File: config.mk
export PLATFORM = sky130hd
export DESIGN_NAME = ws2812b_frame_scheduler
export DESIGN_NICKNAME = d
export VERILOG_FILES = /design/src/rtl/ws2812b_frame_scheduler.sv
export SDC_FILE = /design/constraint.sdc
export NUM_CORES = 1
export LEC_CHECK = 0
export BUFFER_PORTS_ARGS = -buffer_cell sky130_fd_sc_hd__buf_2
export CAP_MARGIN = 20
export CORE_MARGIN = 1
export CORE_UTILIZATION = 58
export DETAILED_ROUTE_END_ITERATION = 16
export PLACE_DENSITY = 0.84
export RECOVER_POWER = 50
export SLEW_MARGIN = 20
export SYNTH_ARGS = -nofsm -noshare
export SYNTH_HDL_FRONTEND = slang
export SYNTH_SLANG_ARGS = --single-unit
File: constraint.sdc
create_clock -name clk -period 7 [get_ports clk]
set_input_delay 1.4 -clock clk [delete_from_list [all_inputs] [get_ports clk]]
set_output_delay 1.4 -clock clk [all_outputs]
set_load 0.005 [all_outputs]
File: src/rtl/ws2812b_frame_scheduler.sv
`default_nettype none
// ============================================================================
// Module   : ws2812b_frame_scheduler
// Purpose  : Periodic WS2812B frame sequencer; walks the colour store and hands
//            GRB words to the serializer, then holds the latch gap.
// Revision : 1.0 - initial release
// ============================================================================
module ws2812b_frame_scheduler #(
    parameter int LEDCOUNT     = 36,
    parameter int FRAME_CYCLES = 90000,
    parameter int LATCH_CYCLES = 450
) (
    input  logic        clk,
    input  logic        reset,
    input  logic        enable,
    output logic [7:0]  led_addr,
    input  logic [23:0] led_rgb,
    output logic [23:0] bitstream,
    output logic        bitstream_available,
    input  logic        bitstream_read,
    output logic        busy,
    output logic        frame_start,
    output logic        frame_done,
    output logic [7:0]  overrun_count
);

    localparam int c_TICK_W  = (FRAME_CYCLES > 1) ? $clog2(FRAME_CYCLES) : 1;
    localparam int c_LATCH_W = (LATCH_CYCLES > 0) ? $clog2(LATCH_CYCLES + 1) : 1;

    localparam logic [c_TICK_W-1:0]  c_TICK_RELOAD = c_TICK_W'(FRAME_CYCLES - 1);
    localparam logic [c_LATCH_W-1:0] c_LATCH_LOAD  = c_LATCH_W'(LATCH_CYCLES);
    localparam logic [c_LATCH_W-1:0] c_LATCH_ONE   = c_LATCH_W'(1);
    localparam logic [7:0]           c_LAST_ADDR   = 8'(LEDCOUNT - 1);
    localparam logic                 c_NO_GAP      = (LATCH_CYCLES == 0);

    localparam logic [2:0] S_IDLE  = 3'd0;
    localparam logic [2:0] S_FETCH = 3'd1;
    localparam logic [2:0] S_LOAD  = 3'd2;
    localparam logic [2:0] S_OFFER = 3'd3;
    localparam logic [2:0] S_LATCH = 3'd4;

    logic [c_TICK_W-1:0]  r_tick_cnt;
    logic [c_LATCH_W-1:0] r_latch_cnt;
    logic [2:0]           r_state;

    logic                 w_tick;
    logic                 w_last_led;
    logic [2:0]           w_state_nxt;
    logic [7:0]           w_addr_nxt;
    logic [23:0]          w_bits_nxt;
    logic                 w_avail_nxt;
    logic                 w_start_nxt;
    logic                 w_done_nxt;
    logic [c_LATCH_W-1:0] w_latch_nxt;
    logic [7:0]           w_overrun_nxt;

    assign w_tick     = (r_tick_cnt == '0);
    assign w_last_led = (led_addr >= c_LAST_ADDR);

    // Free-running frame tick, independent of enable and FSM state.
    always_ff @(posedge clk or posedge reset) begin
        if (reset) begin
            r_tick_cnt <= c_TICK_RELOAD;
        end else if (w_tick) begin
            r_tick_cnt <= c_TICK_RELOAD;
        end else begin
            r_tick_cnt <= r_tick_cnt - 1'b1;
        end
    end

    // State and registered outputs.
    always_ff @(posedge clk or posedge reset) begin
        if (reset) begin
            r_state             <= S_IDLE;
            r_latch_cnt         <= '0;
            led_addr            <= 8'd0;
            bitstream           <= 24'd0;
            bitstream_available <= 1'b0;
            busy                <= 1'b0;
            frame_start         <= 1'b0;
            frame_done          <= 1'b0;
            overrun_count       <= 8'd0;
        end else begin
            r_state             <= w_state_nxt;
            r_latch_cnt         <= w_latch_nxt;
            led_addr            <= w_addr_nxt;
            bitstream           <= w_bits_nxt;
            bitstream_available <= w_avail_nxt;
            busy                <= (w_state_nxt != S_IDLE);
            frame_start         <= w_start_nxt;
            frame_done          <= w_done_nxt;
            overrun_count       <= w_overrun_nxt;
        end
    end

    always_comb begin
        w_state_nxt = r_state;
        case (r_state)
            S_IDLE:  if (w_tick && enable) w_state_nxt = S_FETCH;
            S_FETCH: w_state_nxt = S_LOAD;
            S_LOAD:  w_state_nxt = S_OFFER;
            S_OFFER: begin
                if (bitstream_read) begin
                    if (!w_last_led) begin
                        w_state_nxt = S_FETCH;
                    end else if (c_NO_GAP) begin
                        w_state_nxt = S_IDLE;
                    end else begin
                        w_state_nxt = S_LATCH;
                    end
                end
            end
            S_LATCH: if (r_latch_cnt <= c_LATCH_ONE) w_state_nxt = S_IDLE;
            default: w_state_nxt = S_IDLE;
        endcase
    end

    always_comb begin
        w_addr_nxt  = led_addr;
        w_bits_nxt  = bitstream;
        w_avail_nxt = bitstream_available;
        w_latch_nxt = r_latch_cnt;
        w_start_nxt = 1'b0;
        w_done_nxt  = 1'b0;
        case (r_state)
            S_IDLE: begin
                if (w_tick && enable) begin
                    w_addr_nxt  = 8'd0;
                    w_start_nxt = 1'b1;
                end
            end
            S_LOAD: begin
                // Store delivers {R,G,B}; the serializer wants {G,R,B}.
                w_bits_nxt  = {led_rgb[15:8], led_rgb[23:16], led_rgb[7:0]};
                w_avail_nxt = 1'b1;
            end
            S_OFFER: begin
                if (bitstream_read) begin
                    w_avail_nxt = 1'b0;
                    if (w_last_led) begin
                        w_latch_nxt = c_LATCH_LOAD;
                        w_done_nxt  = c_NO_GAP;
                    end else begin
                        w_addr_nxt = led_addr + 8'd1;
                    end
                end
            end
            S_LATCH: begin
                w_avail_nxt = 1'b0;
                w_latch_nxt = r_latch_cnt - 1'b1;
                if (r_latch_cnt <= c_LATCH_ONE) w_done_nxt = 1'b1;
            end
            default: ;
        endcase
    end

    // A tick that lands while not idle is dropped and counted, saturating.
    always_comb begin
        w_overrun_nxt = overrun_count;
        if (w_tick && (r_state != S_IDLE) && (overrun_count != 8'hFF)) begin
            w_overrun_nxt = overrun_count + 8'd1;
        end
    end

endmodule
`default_nettype wire

Yosys cells after proc, flatten, opt, wreduce, memory -nomap -nowiden
Index checks and enable logic that the tools add are counted.

operators by class
  $add $sub $neg = 4
  order comparisons = 2
  equality and inequality tests = 9
  mux-type cells = 19
  reduce and logical (&&, ||, !) cells = 13

operators by type and width
  operator               number
  $mux 8                 3
  $mux 9                 2
  $pmux 9 s2             1
  $logic_not 17->1       1
  $mux 17                1
  $sub 17x1->17 const B  1
  $add 8x1->8 const B    2
  $pmux 8 s2             1
  $pmux 3 s5             1
  $mux 3                 4
  $le 9x1->1 const B     1
  $reduce_bool 3->1      3
  $sub 9x1->9 const B    1
  $ge 8x6->1 const B     1
  $ne 2x2->1 const B     4
  $ne 8x8->1 const B     1
  $eq 3x2->1 const B     2
  $mux 1                 5
  $reduce_and 4->1       1
  $reduce_bool 2->1      2
  $eq 3x1->1 const B     1
  $eq 3x3->1 const B     1
  $logic_and 1x1->1      3
  $logic_not 3->1        1
  other kinds (3)        3

word-level totals
  bits in registers = 73
  input port bits = 28
  word-level logic and storage cells = 57

Depth between registers and ports, before layout
  depth in word-level cells = 5
  mapped depth = 7
  depth with buffers taken out = 7

Worst setup path after synthesis
Ideal clock, no wire load.

  path type = input to register
  from = input port bitstream_read
  to = register led_addr[1]
  library setup time = 0.125 ns
  arrival = 2.394 ns
  slack = 4.481 ns
  stages on the path = 4
  buffers on the path = 0
  path through = nor4bb_1 -> nand3_1 -> o21ai_1 -> mux2_2

on the way
  word-level cells in the longest chain between the ends = 2

ends and longest elaborated chain
  item                        RTL line  source
  start: declaration          20        input logic bitstream_read,
  $ne 2x2->1 (no line)        -
  $reduce_and 4->1 (no line)  -
  end signal: assignment      86        led_addr <= w_addr_nxt;
  end: declaration            16        output logic [7:0] led_addr,

Every way passes these cells.
A chain may end at the register's enable or synchronous reset.

Final worst setup path
  from = register r_tick_cnt[4]
  to = register led_addr[1]

on the way
  word-level cells in the longest chain between the ends = 4

ends and longest elaborated chain
  item                        RTL line  source
  start: declaration          42        logic [c_TICK_W-1:0] r_tick_cnt;
  start signal: assignment    63        r_tick_cnt <= c_TICK_RELOAD;
  start signal: assignment    65        r_tick_cnt <= c_TICK_RELOAD;
  start signal: assignment    67        r_tick_cnt <= r_tick_cnt - 1'b1;
  $logic_not 17->1            57        assign w_tick = (r_tick_cnt == '0);
  $logic_and 1x1->1           127       if (w_tick && enable) begin
  $ne 2x2->1 (no line)        -
  $reduce_and 4->1 (no line)  -

Every way passes these cells.

==> out/qor.yml <==
dpl.hpwl_microns: 4260
yosys.cell_types.count: 51
hold_path.class: "reg -> reg"
max_freq_mhz: 348
grt_pass1_wl_microns: 10100
wl_per_cell_microns: 13.8
cp_max_fo: 20
worstSetupStartpointType: "flip-flop"
cts_num_sinks: 73
ir_drop_v: 0.000141
synth.net_count: 312
die_x_microns: 77.5
yosysWarnings: 0
synth_seq_cells: 73
critical_path_class: "reg -> reg"
htreeDepth: 3
place.gp.congestion: 0.776
drt_iter0_drc: 163
clk_pin_slew_ns: 0.07
grt_start_max_net_pins: 74
cp-end-kind: "flip-flop"
power.leakage_nw: 1.97
cts_buffers: 9
arrival_ns: 3.11
grt_pass1_vias: 2228
hold_start: "r_tick_cnt[0]"
dieArea_sq_mm: 0.00601
failed_checks: "capacitance limit, slew limit"
synth_flop_cell: "dfrtp_1"
postCtsSetupBuffers: 0
ctsHoldBuffers: 0
syn_area_sq_mm: 0.00331
cts_resized: 0
slew_headroom_pct: -21.8
holdWs_ns: 0.473
coreArea_sq_mm: 0.00551
required_ns: 7.23
wirelength_microns: 5930
antenna_cells: 0
first_pass_iters: 4
final_nets: 388
cp-startpoint: "r_tick_cnt[4]"
num_vias: 2313
finalHoldViolations: 0
drc: 0
ys_seq_area_share_pct: 55.7
viasPerCell: 5.37
reg2reg_from: "r_tick_cnt[4]"
area_growth_syn_to_layout_pct: 18.3
setup_violations: 0
rsz0062_at_grt: "false"
tns_ns: 0
min_period_ns: 2.88
maxCapViolCount: 1
clock_latency_ns: 0.34
outcome: "finished, violations left"
cts_max_path_buffers: 2
grt_antenna_before_repair: 0
ys_async_sr_fraction_pct: 100
synth_edf_count: 0
tightest_slew_ns: 1.82
ios: 72
io_buffers: 71
synth_area_per_cell_sq_um: 11.9
synth_cells: 278
cts_root_buf: "clkbuf_8"
antenna_left: 0
layout-drive-gt1-share_pct: 37.0
clock_skew_ns: 0.00726
cts_tree: "done"
rows: 27
grt-ovfl-total: 0
initial_core_util_pct: 60.1
powerDensity_mw_per_mm2: 192
track_usage_pct: 22.1
fin_crit_sh_pct: 41.1
slew_violations: 25
chipHeight_microns: 77.5
## placed cells by master, fill, tap and decap left out, types with 4 or more instances in the layout
master    count
buf_2        70
dfrtp_1      61
nand2_1      24
xor2_1       23
mux2_2       23
nor2_1       20
nand3_1      14
dfstp_2      12
clkbuf_8      9
inv_1         8
nand4_1       7
nor3_1        7
ha_1          6
a21oi_1       5
nor4_2        4
o21ai_0       4
## cells in the mapped netlist (2+ instances only)
cell type  count  share of area [%]
a21oi_1        5               0.76
and2_1         3               0.57
and3_1         3               0.57
buf_2          4               0.60
clkbuf_1       2               0.23
dfrtp_1       61                 46
dfstp_2       12                9.5
ha_1           6                2.3
inv_1          8               0.91
mux2_2        25                8.5
nand2_1       24                2.7
nand2b_1       3               0.57
nand3_1       14                2.1
nand3b_1       2               0.45
nand4_1        7                1.3
nand4b_1       3               0.79
nor2_1        20                2.3
nor2b_1        2               0.38
nor3_1         7                1.1
nor4_1         2               0.38
nor4_2         4                1.5
nor4_4         2                1.3
o21ai_0        4               0.60
o21ai_1        2               0.30
o41ai_1        3               0.79
xnor2_1        3               0.79
xor2_1        23                6.1
## registers in the layout (all words and copies together) (netlist names)
name	flops
led_addr	8
frame_done	1
frame_start	1
r_state	3
overrun_count	8
bitstream_available	1
bitstream	24
r_tick_cnt	17
busy	1
r_latch_cnt	9
## layer usage
metal	up-vias	track usage (%)	part of all wire (%)
met1	1098	27.9	45
li1	1134	-	-
met2	74	34.9	48
met5	-	0	0
met4	0	12.5	1.4
met3	7	5.41	5.9
## cell families (layout without fill, tap and decap cells)
| group | count (synthesis) | count (layout) | synth area share [%] |
|---|---|---|---|
| adder cells (fa/ha/maj) | 6 | 6 | 2.27 |
| XOR/XNOR | 26 | 26 | 6.88 |
| AO/OA/AOI/OAI | 24 | 24 | 4.99 |
| AND/OR/NAND/NOR | 106 | 106 | 18.9 |
| buffers and inverters | 16 | 97 | 2.19 |
| flip-flops | 73 | 73 | 55.7 |
| multiplexers | 27 | 27 | 9.15 |
## critical path: stages, from the launching register on
cell and delay [ns]:
dfrtp_1 0.45, nor4_2 0.87, nand4_2 0.70, o21ai_1 0.38
mux2_2 0.36
## final cells by class
class                   instances  area (sq um)
clock buffers                  11           131
clock inverters                 5          56.3
fillers                       404          1590
inverters                       9          33.8
multi-input cells             189          1400
flip-flops and latches         73          1840
well taps                      72          90.1
repair buffers                 72           362
## final timing paths
path / cells past startpoint / slack [ns] / end
max in group asynchronous: 3 / 5.14 / bitstream_available
min: 1 / 0.47 / r_tick_cnt[0]
max: 4 / 4.12 / led_addr[1]
min reg2reg: 1 / 0.47 / r_tick_cnt[0]
max reg2reg: 4 / 4.12 / led_addr[1]
min in group asynchronous: 3 / 1.31 / bitstream[8]
## metrics by stage
step           utilization, %  power, mW  worst slack, ns  std cells  cell area [sq um]
2_1_floorplan               -      0.436             3.77        278               3310
3_3_place_gp             67.7      0.446             4.24        415               3730
3_5_place_dp             67.7      0.446             4.11        415               3730
4_1_cts                  71.1      0.755             4.12        431               3910
5_1_grt                  71.1      0.776             3.79        431               3920
6_report                 71.1      0.750             4.12        431               3920
## power by group
part / internal, mW / switching [mW] / total (mW) / leakage (nW)
Clock: 0.164 / 0.149 / 0.313 / 0.0933
Sequential: 0.422 / 0 / 0.422 / 0.916
Combinational: 0.00571 / 0.00956 / 0.0153 / 0.964
(Power assumes the default switching activity.)
